[src/rtl/multdiv_iter.sv]
// Iterative integer multiply/divide unit: shift-add multiply, restoring divide,
// one bit per cycle, with signed/unsigned operands and a start/busy/done handshake.
module multdiv_iter #(
  parameter int WIDTH = 32,
  parameter int CNT_W = $clog2(WIDTH + 1)
) (
  input  logic             clock,
  input  logic             reset_n,
  input  logic             start,
  input  logic [1:0]       op,
  input  logic             is_signed,
  input  logic [WIDTH-1:0] operand_a,
  input  logic [WIDTH-1:0] operand_b,
  output logic             busy,
  output logic             done,
  output logic [WIDTH-1:0] result,
  output logic             exception
);

  // state | meaning
  // IDLE  | waiting for start, result/exception held
  // RUN   | one multiply or divide iteration per cycle
  // FIX   | sign correction, result select, done pulse
  typedef enum logic [1:0] {S_IDLE, S_RUN, S_FIX} state_t;

  localparam logic [1:0]       OP_MUL   = 2'b00;
  localparam logic [1:0]       OP_MULH  = 2'b01;
  localparam logic [1:0]       OP_DIV   = 2'b10;
  localparam logic [CNT_W-1:0] CNT_LAST = CNT_W'(WIDTH - 1);

  state_t               state_q, state_d;
  logic [1:0]           op_q, op_d;
  logic                 sgn_q, sgn_d;
  logic                 neg_q, neg_d;
  logic                 divz_q, divz_d;
  logic                 sovf_q, sovf_d;
  logic [CNT_W-1:0]     cnt_q, cnt_d;
  logic [2*WIDTH-1:0]   acc_q, acc_d;
  logic [WIDTH-1:0]     b_q, b_d;
  logic                 busy_q, busy_d;
  logic                 done_q, done_d;
  logic [WIDTH-1:0]     result_q, result_d;
  logic                 exc_q, exc_d;

  logic                 sign_a, sign_b;
  logic [WIDTH-1:0]     mag_a, mag_b;
  logic [WIDTH:0]       mul_sum, div_shift, div_diff;
  logic [2*WIDTH-1:0]   prod;
  logic [WIDTH-1:0]     quo, rem, fix_res;
  logic                 fix_exc;

  always_comb begin
    sign_a = is_signed & operand_a[WIDTH-1];
    sign_b = is_signed & operand_b[WIDTH-1];
    mag_a  = sign_a ? -operand_a : operand_a;
    mag_b  = sign_b ? -operand_b : operand_b;

    // acc holds {partial product, multiplier} or {partial remainder, dividend/quotient}
    mul_sum   = {1'b0, acc_q[2*WIDTH-1:WIDTH]} + (acc_q[0] ? {1'b0, b_q} : '0);
    div_shift = acc_q[2*WIDTH-1:WIDTH-1];
    div_diff  = div_shift - {1'b0, b_q};

    prod = (sgn_q & neg_q) ? -acc_q : acc_q;
    quo  = divz_q ? '0 : ((sgn_q & neg_q) ? -acc_q[WIDTH-1:0] : acc_q[WIDTH-1:0]);
    // a zero divisor leaves the dividend magnitude in the remainder half
    rem  = (sgn_q & neg_q) ? -acc_q[2*WIDTH-1:WIDTH] : acc_q[2*WIDTH-1:WIDTH];

    case (op_q)
      OP_MUL: begin
        fix_res = prod[WIDTH-1:0];
        fix_exc = sgn_q ? (prod[2*WIDTH-1:WIDTH] != {WIDTH{prod[WIDTH-1]}})
                        : (|prod[2*WIDTH-1:WIDTH]);
      end
      OP_MULH: begin
        fix_res = prod[2*WIDTH-1:WIDTH];
        fix_exc = 1'b0;
      end
      OP_DIV: begin
        fix_res = quo;
        fix_exc = divz_q | sovf_q;
      end
      default: begin
        fix_res = rem;
        fix_exc = divz_q | sovf_q;
      end
    endcase
  end

  always_comb begin
    state_d  = state_q;
    op_d     = op_q;
    sgn_d    = sgn_q;
    neg_d    = neg_q;
    divz_d   = divz_q;
    sovf_d   = sovf_q;
    cnt_d    = cnt_q;
    acc_d    = acc_q;
    b_d      = b_q;
    busy_d   = busy_q;
    done_d   = 1'b0;
    result_d = result_q;
    exc_d    = exc_q;

    case (state_q)
      S_IDLE: begin
        if (start) begin
          op_d    = op;
          sgn_d   = is_signed;
          neg_d   = op[1] & op[0] ? sign_a : sign_a ^ sign_b;
          divz_d  = (operand_b == '0);
          sovf_d  = is_signed & (operand_a == {1'b1, {(WIDTH-1){1'b0}}}) & (&operand_b);
          cnt_d   = '0;
          acc_d   = op[1] ? {{WIDTH{1'b0}}, mag_a} : {{WIDTH{1'b0}}, mag_b};
          b_d     = op[1] ? mag_b : mag_a;
          busy_d  = 1'b1;
          state_d = S_RUN;
        end
      end
      S_RUN: begin
        if (!op_q[1]) begin
          acc_d = {mul_sum, acc_q[WIDTH-1:1]};
        end else if (!div_diff[WIDTH]) begin
          acc_d = {div_diff[WIDTH-1:0], acc_q[WIDTH-2:0], 1'b1};
        end else begin
          acc_d = {div_shift[WIDTH-1:0], acc_q[WIDTH-2:0], 1'b0};
        end
        cnt_d = cnt_q + CNT_W'(1);
        if (cnt_q == CNT_LAST) begin
          state_d = S_FIX;
        end
      end
      S_FIX: begin
        result_d = fix_res;
        exc_d    = fix_exc;
        done_d   = 1'b1;
        busy_d   = 1'b0;
        state_d  = S_IDLE;
      end
      default: begin
        state_d = S_IDLE;
        busy_d  = 1'b0;
      end
    endcase
  end

  always_ff @(posedge clock or negedge reset_n) begin
    if (!reset_n) begin
      state_q  <= S_IDLE;
      op_q     <= '0;
      sgn_q    <= 1'b0;
      neg_q    <= 1'b0;
      divz_q   <= 1'b0;
      sovf_q   <= 1'b0;
      cnt_q    <= '0;
      acc_q    <= '0;
      b_q      <= '0;
      busy_q   <= 1'b0;
      done_q   <= 1'b0;
      result_q <= '0;
      exc_q    <= 1'b0;
    end else begin
      state_q  <= state_d;
      op_q     <= op_d;
      sgn_q    <= sgn_d;
      neg_q    <= neg_d;
      divz_q   <= divz_d;
      sovf_q   <= sovf_d;
      cnt_q    <= cnt_d;
      acc_q    <= acc_d;
      b_q      <= b_d;
      busy_q   <= busy_d;
      done_q   <= done_d;
      result_q <= result_d;
      exc_q    <= exc_d;
    end
  end

  assign busy      = busy_q;
  assign done      = done_q;
  assign result    = result_q;
  assign exception = exc_q;

endmodule

[config.mk]
export PLATFORM = sky130hd
export DESIGN_NAME = multdiv_iter
export DESIGN_NICKNAME = d
export VERILOG_FILES = /design/src/rtl/multdiv_iter.sv
export SDC_FILE = /design/constraint.sdc
export NUM_CORES = 1
export LEC_CHECK = 0
export ABC_AREA = 0
export CAP_MARGIN = 20
export CORE_UTILIZATION = 40
export DETAILED_ROUTE_END_ITERATION = 10
export PLACE_DENSITY_LB_ADDON = 0.1
export SLEW_MARGIN = 20
export SYNTH_ARGS = -nofsm -noshare
export SYNTH_HDL_FRONTEND = slang
export SYNTH_SLANG_ARGS = --single-unit
[constraint.sdc]
create_clock -name clock -period 9.65 [get_ports clock]
set_input_delay 1.93 -clock clock [delete_from_list [all_inputs] [get_ports clock]]
set_output_delay 1.93 -clock clock [all_outputs]
set_load 0.03 [all_outputs]
==> results of run 1 <==
## stage by stage
step | std cells | worst slack, ps | cell area (sq um) | power (W)
2_1_floorplan | 2100 | 5450 | 15200 | 0.00446
3_3_place_gp | 2593 | 4270 | 16600 | 0.00575
3_5_place_dp | 2593 | 4230 | 16600 | 0.00578
4_1_cts | 2625 | 4710 | 17100 | 0.00649
5_1_grt | 2625 | 4250 | 17100 | 0.00709
6_report | 2625 | 4580 | 17100 | 0.00656
## power breakdown
part | internal, W | switching, W
registers | 0.000852 | 0.000476
logic | 0.00175 | 0.00279
clock network | 0.000388 | 0.000302
## tightest hold or removal path, cell delays in order, from the launching register on
cell	delay, ps
dfrtp_1	340
nand2_1	50
o31ai_1	50
## area by class of cell
type	count	area (sq um)
fillers	3923	20400
clock buffers	20	447
clock inverters	12	134
multi-input cells	1739	10800
well taps	511	639
flip-flops and latches	145	3630
repair buffers	129	1220
inverters	69	259
## synth_stat cells, types with 4 or more instances
library cell  instances
or4_1                12
buf_2                10
nor2b_1              13
a22oi_1              12
a21o_1               33
o41ai_1              19
and4_1                9
o211ai_1             13
dfrtp_1             145
or2_2                 6
xor2_1               74
o21ai_0             202
a21oi_1             184
xnor2_1             108
a31oi_1              30
mux2i_1              49
a221o_1              14
or3_1                16
mux2_2                4
o22ai_1              12
o21bai_1              9
a31o_2               11
a22o_1                4
a311oi_1              4
o221ai_1              7
and3_1               24
nor3_1               53
buf_1                13
nor4_1               27
o21a_1                7
o31a_1                4
inv_1                69
nand2_1             251
ha_1                 70
o31ai_1              30
and2_1               17
nand3_1              44
a32o_1                5
a2111oi_0             4
nor4b_1               4
nor2_1              232
a211oi_1             24
clkbuf_1            123
nand2b_1             15
nand4_1              33
## kinds of logic after synthesis
| kind of cell | Yosys count | synth area share (%) |
|---|---|---|
| compound gates | 653 | 26.6 |
| xor+xnor | 183 | 10.6 |
| fa+ha+maj | 72 | 6.01 |
| buf+inv | 216 | 5.45 |
| flops | 145 | 23.8 |
| mux | 53 | 3.51 |
| simple gates | 778 | 24.1 |
## sequential cells by signal (all words and copies together) (netlist names)
signal,count
b_q,32
state_q,2
cnt_q,6
op_q,2
divz_q,1
exception,1
sgn_q,1
neg_q,1
done,1
result,32
acc_q,64
busy,1
sovf_q,1
## worst min path at each step
| stage | from | end | slack (ps) |
|---|---|---|---|
| global placement | result[24]$_DFFE_PN0P_ | result[24]$_DFFE_PN0P_ | 460 |
| global route | result[28]$_DFFE_PN0P_ | result[28]$_DFFE_PN0P_ | 500 |
| finish | result[25]$_DFFE_PN0P_ | result[25]$_DFFE_PN0P_ | 480 |
| floorplan | sovf_q$_DFFE_PN0P_ | sovf_q$_DFFE_PN0P_ | 440 |
| detailed placement | result[25]$_DFFE_PN0P_ | result[25]$_DFFE_PN0P_ | 470 |
| CTS | result[25]$_DFFE_PN0P_ | result[25]$_DFFE_PN0P_ | 480 |
## per-layer routing
layer	vias to the layer above	track usage, %	part of all wire [%]
li1	7579	-	-
met3	98	6.27	7.5
met2	624	50.1	45
met4	4	11.3	3.1
met1	7546	41.5	44
met5	-	0	0.080
==> reports/metrics.cfg, run 1 <==
[outcome]
status=finished, final reports clean

[worst_setup_path]
crit_family=simple AND/OR/NAND/NOR gates
crit_cells=10
crit_path_end=acc_q[25]$_DFFE_PN0P_
cpPeakStageDelay_ps=940
critPathCaptureType=flop
r2r_start=acc_q[31]$_DFFE_PN0P_
regToRegSetupSlack_ps=5210
slowest_stage=nor4_1
arrival_ps=5360
crit_chain=clkdlybuf4s50_1, nor4_1, nand4b_1, nor4_1, a21oi_1, xor2_1, nor2_1, a21oi_1, a21oi_1, o21ai_0
critPathKind=in -> reg
path_buf_inv=1
reg2reg_depth=14
cp-start-kind=primary input
worstPathRequired_ps=9950
path_max_fanout=5
timing.rr.end=acc_q[37]$_DFFE_PN0P_
cp_common_cell=a21oi_1
crit_start=operand_b[3]

[yosys]
synth-main-ff-cell=dfrtp_1
synth-async-reset-ratio_pct=100
synth_seq_cells=145
synth_top_area_cell=dfrtp_1
syn-instance-count=2100
netlist-cell-type-count=76
netlist_area_sq_um=15200
ys_warn_count=0
synth_area_leaders=dfrtp_1 24%, o21ai_0 6.6%, xnor2_1 6.2%
synth_edf_count=0
synth.avg_cell_area_sq_um=7.26
synth_seq_area_share_pct=23.8
synthesis.nets=2242
synth_top_cell_area_share_pct=23.8

[pwr]
p_per_area_nw_per_um2=383
p_leak_nw=7.15
peakVddDrop_v=0.000151

[timing]
slew_headroom_pct=26.3
setup_viol=0
final_hold_viol_count=0
min_period_ps=5070
clock-skew-final_ps=12.6
slew_viol_final=0
fin_crit_sh_pct=52.5
whs_ps=475
tns_ps=0
achievable-frequency_mhz=197
worst_pin_slew_ps=1100
rsz0062_at_grt=no

[drt]
num_vias=15900
drt_pre_antenna_iters=5
antenna_left=0
via_per_inst=6.04
wire_per_inst_um=22.8
drc=0
drt_iter0_markers=1408
routed_wl_um=59900

[die]
die_area_sq_um=38900
fp.coreArea_sq_um=37600
initial_core_util_pct=40.6
die_y_um=197
fp.dieW_um=197
ios=105
rows=71

[global_route]
grt_pass1_vias=15100
grt_pass1_wl_um=91900
grt_max_degree=97
track_usage_pct=31.3
overflow=0
antenna_found_initial=2

[clocking]
clk_latency_ps=460
max-clock-path-buffers=2
h-tree-depth=4
root_buffer=clkbuf_16
post-cts-setup-buffer-count=0
cts_buffers=17
hold_buffers=0
cts_tree=done
ctsResizeCount=0
clk_pin_slew_ps=60
clkSinkCount=145

[finish]
area_delta_synth_final_pct=12.5
drive_gt1_share_pct=4.59
postLayoutCoreUtil_pct=45.6
mostFrequentLayoutCell=nand2_1
diodes=0
layout.nets=2243
final_cell_mix=251 x nand2_1, 231 x nor2_1, 202 x o21ai_0

[placement]
dp.final_hpwl_um=45400
gp_congestion=0.961
portBuffers=104

[min_path]
hold_depth=2
hold_class=reg -> reg

[job]
cap_viol_max_count=0

Note: power is estimated with default switching activity, not from simulation.
==> inputs of run 2 (changes only) <==
==> constraint.sdc (replaced) <==
create_clock -name clock -period 4.83 [get_ports clock]
set_input_delay 0.966 -clock clock [delete_from_list [all_inputs] [get_ports clock]]
set_output_delay 0.966 -clock clock [all_outputs]
set_load 0.03 [all_outputs]
==> run 2 against run 1 <==
  * Total power grew 100%
  * Utilization grew 0.66 points
  * Clock skew shrank 3.0 ps
  * Clock power grew 100%
  * Hold slack gained 4.8 ps
  * Worst setup slack lost 3700 ps
  * Clock-buffer cell count is the same
  * Sequential power grew 93%
  * Flip-flop and latch count is the same
  * Largest power group unchanged
==> reports/metrics.cfg, run 2 (synthesis results as in run 1) <==
[clocking]
clkSinkCount=145
post-cts-setup-buffer-count=0
clk_latency_ps=460
root_buffer=clkbuf_16
cts_buffers=17
h-tree-depth=4
hold_buffers=0
cts_tree=done
clk_pin_slew_ps=60
max-clock-path-buffers=2
ctsResizeCount=0

[drt]
antenna_left=0
drt_pre_antenna_iters=6
wire_per_inst_um=23.0
num_vias=16100
routed_wl_um=61100
drt_iter0_markers=1347
via_per_inst=6.08
drc=0

[timing]
achievable-frequency_mhz=251
final_hold_viol_count=0
rsz0062_at_grt=no
setup_viol=0
slew_headroom_pct=29.4
slew_viol_final=0
clock-skew-final_ps=9.60
min_period_ps=3990
worst_pin_slew_ps=1050
whs_ps=480
fin_crit_sh_pct=82.6
tns_ps=0

[die]
die_y_um=197
initial_core_util_pct=40.6
rows=71
ios=105
die_area_sq_um=38900
fp.dieW_um=197
fp.coreArea_sq_um=37600

[job]
cap_viol_max_count=0

[worst_setup_path]
crit_chain=nor4_1, and3_1, nand4_1, o21ai_0, xnor2_1, nor4bb_1, nand4_1, a2111oi_0, a21oi_1
path_buf_inv=0
cpPeakStageDelay_ps=640
regToRegSetupSlack_ps=840
timing.rr.end=exception$_DFFE_PN0P_
reg2reg_depth=9
critPathKind=reg -> reg
slowest_stage=nor4_1
arrival_ps=4310
critPathCaptureType=flop
r2r_start=acc_q[30]$_DFFE_PN0P_
cp_common_cell=nand4_1
crit_family=simple AND/OR/NAND/NOR gates
cp-start-kind=flop
path_max_fanout=8
worstPathRequired_ps=5150

[global_route]
track_usage_pct=31.8
overflow=0
grt_max_degree=84
grt_pass1_wl_um=93400
grt_pass1_vias=15300
antenna_found_initial=0

[pwr]
p_clk_share_pct=10.4
pwr-share-comb_pct=70.4
internal_power_w=0.00616
p_switching_w=0.00724
peakVddDrop_v=0.000403
switching_share_pct=54.0
p_leak_nw=7.32
seq_power_share_pct=19.2
power.total_w=0.0134
p_per_area_nw_per_um2=771

[finish]
finalInstanceArea_sq_um=17400
top_register=acc_q
largest_reg_flops=64
nFillCells=3843
final_cell_mix=251 x nand2_1, 231 x nor2_1, 202 x o21ai_0
drive_gt1_share_pct=5.74
mostFrequentLayoutCell=nand2_1
area_delta_synth_final_pct=14.1
diodes=0
layout.nets=2273

[min_path]
hold_class=reg -> reg
hold_path_end=result[4]$_DFFE_PN0P_
hold_depth=2
worstHoldStart=result[4]$_DFFE_PN0P_

[outcome]
status=finished, final reports clean

[placement]
dp.final_hpwl_um=47300
gp_congestion=0.968
placedInstanceArea_sq_um=16800
portBuffers=104

==> run 2: cell count changes in the layout (fill, tap and decap cells not counted), moves of 2 or more <==
cell / delta
buf_12: +2
buf_4: +26
buf_6: +2
clkinv_4: +3
clkinvlp_4: -4
inv_6: -3
==> run 2: metrics by stage <==
stage                     cells  util (%)  setup slack, ps
after floorplan            2100         -             1490
after global placement     2621      44.7              759
after detailed placement   2622      44.7              789
after CTS                  2652      46.2              918
after global routing       2653      46.3              556
final                      2653      46.3              842
==> run 2: worst max path at each step <==
stage / start / to / depth (start not counted)
after global placement: operand_a[0] / acc_q[30]$_DFFE_PN0P_ / 13
after detailed placement: operand_a[0] / acc_q[30]$_DFFE_PN0P_ / 13
after CTS: b_q[17]$_DFFE_PN0P_ / acc_q[59]$_DFFE_PN0P_ / 12
final: acc_q[30]$_DFFE_PN0P_ / exception$_DFFE_PN0P_ / 9
after global routing: acc_q[29]$_DFFE_PN0P_ / exception$_DFFE_PN0P_ / 9
after floorplan: acc_q[0]$_DFFE_PN0P_ / acc_q[59]$_DFFE_PN0P_ / 13
==> run 2: worst reg2reg max path, cell delays in order, from the launching register on <==
cell	delay [ps]
dfrtp_1	470
nor4_1	640
and3_1	450
nand4_1	440
o21ai_0	370
xnor2_1	270
nor4bb_1	470
nand4_1	140
a2111oi_0	460
a21oi_1	120
==> run 2: per-layer routing <==
metal,wire (um),track usage (%),up-vias
li1,-,-,7636
met1,27200,43.0,7752
met2,27600,50.5,641
met3,4410,5.87,108
met4,1910,10.9,0
met5,0,0,-
==> run 2: power groups by stage <==
stage               Combinational (W)  Sequential, W  Clock (W)
detailed placement            0.00922        0.00256          0
CTS                           0.00926        0.00254    0.00141
global route                   0.0104        0.00262    0.00145
finish                        0.00943        0.00257    0.00140
global placement              0.00916        0.00256          0
floorplan                     0.00684        0.00208          0
==> run 2: area by class of cell <==
cell class / instances / area (sq um) / area share, %
multi-input cells: 1739 / 10800 / 62.1
clock inverters: 10 / 139 / 0.799
well taps: 511 / 639 / 3.68
repair buffers: 159 / 1480 / 8.53
flip-flops and latches: 145 / 3630 / 20.9
inverters: 69 / 259 / 1.49
clock buffers: 20 / 437 / 2.51
==> inputs of run 3 (changes only) <==
==> constraint.sdc (replaced) <==
create_clock -name clock -period 3.28 [get_ports clock]
set_input_delay 0.656 -clock clock [delete_from_list [all_inputs] [get_ports clock]]
set_output_delay 0.656 -clock clock [all_outputs]
set_load 0.03 [all_outputs]
==> run 3 against run 2 <==
  * The flow now finishes with violations (DRC, setup timing)
  * Sequential share of layout area fell by 3.4 points
  * Wire length grew 9.3%
  * Worst setup slack worse by 860 ps
  * Die area did not move
  * Non-clock buffer count increased by 372
  * Final cell count up 14%
  * Critical path type unchanged
  * Utilization increased by 9.3 points
  * Critical path depth rose by 7
  * Hold slack worse by 280 ps
  * Largest power group unchanged
  * Sequential power increased by 25%
==> reports/metrics.cfg, run 3 (synthesis results as in run 1) <==
[global_route]
grt_pass1_wl_um=102000
overflow=0
antenna_found_initial=2
grt_pass1_vias=16800
track_usage_pct=34.5
grt_max_degree=84

[timing]
clock-skew-final_ps=16.3
fin_crit_sh_pct=101
achievable-frequency_mhz=303
worst_pin_slew_ps=927
slew_viol_final=0
whs_ps=196
slew_headroom_pct=38.0
final_hold_viol_count=0
min_period_ps=3300
setup_viol=1
tns_ps=-19.8
rsz0062_at_grt=yes
timing.final.ws_setup_ps=-19.8

[drt]
antenna_left=0
wire_per_inst_um=22.1
num_vias=17500
drt_pre_antenna_iters=9
via_per_inst=5.79
routed_wl_um=66800
drc=4
drt_iter0_markers=1487

[min_path]
hold_class=in -> async

[die]
initial_core_util_pct=40.6
fp.dieW_um=197
die_y_um=197
rows=71
fp.coreArea_sq_um=37600
die_area_sq_um=38900
ios=105

[finish]
final_cell_mix=412 x buf_4, 250 x nand2_1, 228 x nor2_1
largest_reg_flops=64
drive_gt1_share_pct=23.9
seq_area_sq_um=3640
mostFrequentLayoutCell=buf_4
nFillCells=3664
area_delta_synth_final_pct=36.9
postLayoutCoreUtil_pct=55.5
multi_input_area_sq_um=11300
top_register=acc_q
finalInstanceArea_sq_um=20900
layout.nets=2645

[worst_setup_path]
arrival_ps=3650
critPathKind=reg -> reg
worstPathRequired_ps=3630
cp-start-kind=flop
critPathCaptureType=flop
path_max_fanout=4

[job]
cap_viol_max_count=0

[outcome]
status=complete, but fails checks
failed_checks=DRC, setup timing

[pwr]
p_switching_w=0.0121
power.total_w=0.0241
seq_power_share_pct=13.3
pwr-share-comb_pct=77.3
p_clk_share_pct=9.4
internal_power_w=0.0120
peakVddDrop_v=0.000484
p_leak_nw=9.30
p_per_area_nw_per_um2=1160
switching_share_pct=50.1

[placement]
gp_congestion=0.986
placedInstanceArea_sq_um=19600
portBuffers=104
dp.final_hpwl_um=53400

[clocking]
root_buffer=clkbuf_16
hold_buffers=0
h-tree-depth=4
cts_buffers=17
cts_tree=done
clk_latency_ps=470
clk_pin_slew_ps=80
max-clock-path-buffers=2
clkSinkCount=145

## run 3: worst paths after layout
path                                  startpoint                      to  slack (ps)  cells past startpoint
setup reg to reg           acc_q[31]$_DFFE_PN0P_   acc_q[59]$_DFFE_PN0P_         -20                     16
min in group clock         result[4]$_DFFE_PN0P_   result[4]$_DFFE_PN0P_         480                      2
setup / recovery           acc_q[31]$_DFFE_PN0P_   acc_q[59]$_DFFE_PN0P_         -20                     16
max in group asynchronous                reset_n      b_q[4]$_DFFE_PN0P_        2200                      2
hold reg to reg            result[4]$_DFFE_PN0P_   result[4]$_DFFE_PN0P_         480                      2
hold / removal                           reset_n  result[17]$_DFFE_PN0P_         200                      1
## run 3: critical path, cell delays in order (launching register included)
cell and delay [ps]:
dfrtp_1 390, inv_1 90, ha_2 180, inv_1 50, fa_2 390, a211oi_4 310
o21ai_2 100, nand3_2 150, a21oi_2 90, o211ai_1 190, o211ai_1 120, buf_4 160
buf_4 140, buf_4 130, mux2i_1 110, o31a_1 320, a221o_1 260
## run 3: area by class of cell
type | instances | area share (%)
Antenna cell | 1 | 0.0120
Inverter | 69 | 1.24
Multi-Input combinational cell | 1739 | 54.2
Sequential cell | 145 | 17.4
Tap cell | 511 | 3.06
Clock buffer | 19 | 2.17
Timing Repair Buffer | 531 | 21.0
Clock inverter | 13 | 0.947
## run 3: repair_timing
item | CTS | global route
endpoints found under the setup margin | 33 | 35
gates cloned | 0 | 1
buffers inserted | 3 | 14
gates resized for setup | 33 | 105
pin swaps | 9 | 42
## run 3: power by group through the flow
stage / logic, W / registers [W] / clock network (W)
floorplan: 0.0101 / 0.00306 / 0
global placement: 0.0171 / 0.00318 / 0
detailed placement: 0.0172 / 0.00319 / 0
CTS: 0.0175 / 0.00317 / 0.00229
global route: 0.0202 / 0.00328 / 0.00236
finish: 0.0186 / 0.00321 / 0.00227
## run 3: stage by stage
step                      cells  setup WS, ps
after floorplan            2100          9.78
after detailed placement   2977          -399
after CTS                  3012          2.02
final                      3028         -19.8
after global routing       3027          -149
after global placement     2977          -351
## run 3: routing by layer
metal	track usage, %	vias to the layer above	wire (um)
li1	-	8407	-
met1	46.6	8368	29500
met2	56.0	641	30900
met3	5.55	108	4310
met4	10.9	0	2060
met5	0	-	0
==> RTL edit, RTL diff (config.mk and constraints of run 1) <==
Register the inputs `start`, `op`, `is_signed`, `operand_a` and `operand_b` before use. The logic sees them one clock later. Comments in the files are not updated.
--- a/src/rtl/multdiv_iter.sv
+++ b/src/rtl/multdiv_iter.sv
@@ -30,2 +30,16 @@
 
+  logic start_q;
+  logic [1:0] op_r;
+  logic is_signed_q;
+  logic [WIDTH-1:0] operand_a_q;
+  logic [WIDTH-1:0] operand_b_q;
+
+  always_ff @(posedge clock) begin
+    start_q     <= start;
+    op_r        <= op;
+    is_signed_q <= is_signed;
+    operand_a_q <= operand_a;
+    operand_b_q <= operand_b;
+  end
+
   state_t               state_q, state_d;
@@ -52,6 +66,6 @@
   always_comb begin
-    sign_a = is_signed & operand_a[WIDTH-1];
-    sign_b = is_signed & operand_b[WIDTH-1];
-    mag_a  = sign_a ? -operand_a : operand_a;
-    mag_b  = sign_b ? -operand_b : operand_b;
+    sign_a = is_signed_q & operand_a_q[WIDTH-1];
+    sign_b = is_signed_q & operand_b_q[WIDTH-1];
+    mag_a  = sign_a ? -operand_a_q : operand_a_q;
+    mag_b  = sign_b ? -operand_b_q : operand_b_q;
 
@@ -105,11 +119,11 @@
       S_IDLE: begin
-        if (start) begin
-          op_d    = op;
-          sgn_d   = is_signed;
-          neg_d   = op[1] & op[0] ? sign_a : sign_a ^ sign_b;
-          divz_d  = (operand_b == '0);
-          sovf_d  = is_signed & (operand_a == {1'b1, {(WIDTH-1){1'b0}}}) & (&operand_b);
+        if (start_q) begin
+          op_d    = op_r;
+          sgn_d   = is_signed_q;
+          neg_d   = op_r[1] & op_r[0] ? sign_a : sign_a ^ sign_b;
+          divz_d  = (operand_b_q == '0);
+          sovf_d  = is_signed_q & (operand_a_q == {1'b1, {(WIDTH-1){1'b0}}}) & (&operand_b_q);
           cnt_d   = '0;
-          acc_d   = op[1] ? {{WIDTH{1'b0}}, mag_a} : {{WIDTH{1'b0}}, mag_b};
-          b_d     = op[1] ? mag_b : mag_a;
+          acc_d   = op_r[1] ? {{WIDTH{1'b0}}, mag_a} : {{WIDTH{1'b0}}, mag_b};
+          b_d     = op_r[1] ? mag_b : mag_a;
           busy_d  = 1'b1;
Check against the original RTL: not equivalent (Yosys sat finds a counterexample within 4 cycles, from zero or initial values and one cycle with reset_n low).
==> RTL edit against run 1 <==
- routed wire length decreased by 4.6%
- via count decreased by 3.8%
- largest power group unchanged
- clock skew increased by 0.018 ns
- final area increased by 6.7%
- critical path type is now flip-flop to flip-flop
- critical endpoint is now exception
- total power increased by 4.5%
- core utilization increased by 0.52 points
- sequential cell count increased by 68
- synthesized area increased by 5.4%
- setup slack improved by 0.71 ns
- die area increased by 5.3%
==> RTL edit: results (changes against run 1) <==
status: "completed"
skew_ns: 0.0302  # +0.0177 ns
final_area_mm2: 0.0183  # +6.7%
worstSkewPairLatency_ns: 0.59  # +0.13 ns
cts_buffers: 27  # +10
synthAdderAreaFrac_pct: 5.70  # -0.31 points
post-place-ws_ns: 5.22  # +0.994 ns
async_reset_ff_share_pct: 68.1  # -32 points
grt_pass1_vias: 14600  # -3.4%
leakage_nw: 7.69  # +7.5%
first_iter_violations: 1259  # -11%
seq_area_share_pct: 27.3  # +6.1 points
synth.mux.area_fraction_pct: 4.55  # +1.0 points
synth_cell_type_count: 73  # -3.9%
seq-power_mw: 1.66  # +25%
multi_input_area_share_pct: 56.5  # -6.6 points
ys_top_cells_by_count: "o21ai_0 (228), nor2_1 (211), nand2_1 (201)"
synth-compound-area-share_pct: 23.1  # -3.5 points
n_all_buffers: 119  # -7.8%
antenna_found_initial: 0  # -2
max-vdd-ir-drop_uv: 251  # +66%
nonClkBufAreaFrac_pct: 6.42  # -0.72 points
dpl.hpwl_um: 44100  # -2.8%
seq_cells: 213  # +47%
final-clk-cell-share_pct: 4.68  # +1.3 points
## RTL edit: path summary, 6_finish.rpt
check | depth (start not counted) | to | slack (ns) | start
max | 10 | exception | 5.29 | acc_q[1]
min | 2 | result[17] | 0.47 | result[17]
min reg2reg | 2 | result[17] | 0.47 | result[17]
max reg2reg | 10 | exception | 5.29 | acc_q[1]
max in group asynchronous | 2 | b_q[10] | 7.12 | reset_n
min in group asynchronous | 1 | result[22] | 1.26 | reset_n
## RTL edit: critical path: cells and delay by family, from the launching register on
kind,cells,cell delay [ns]
xor+xnor,1,0.34
simple gates,6,3.04
compound gates,3,0.40
flops,1,0.45
## RTL edit: layer usage
layer  vias up  global-route usage, %  part of all wire, %
met1      7249                   37.1                   44
met2       543                   45.4                   46
met3       115                   3.95                  5.8
met5         -                      0                    0
met4         0                   9.72                  3.8
li1       7335                      -                    -
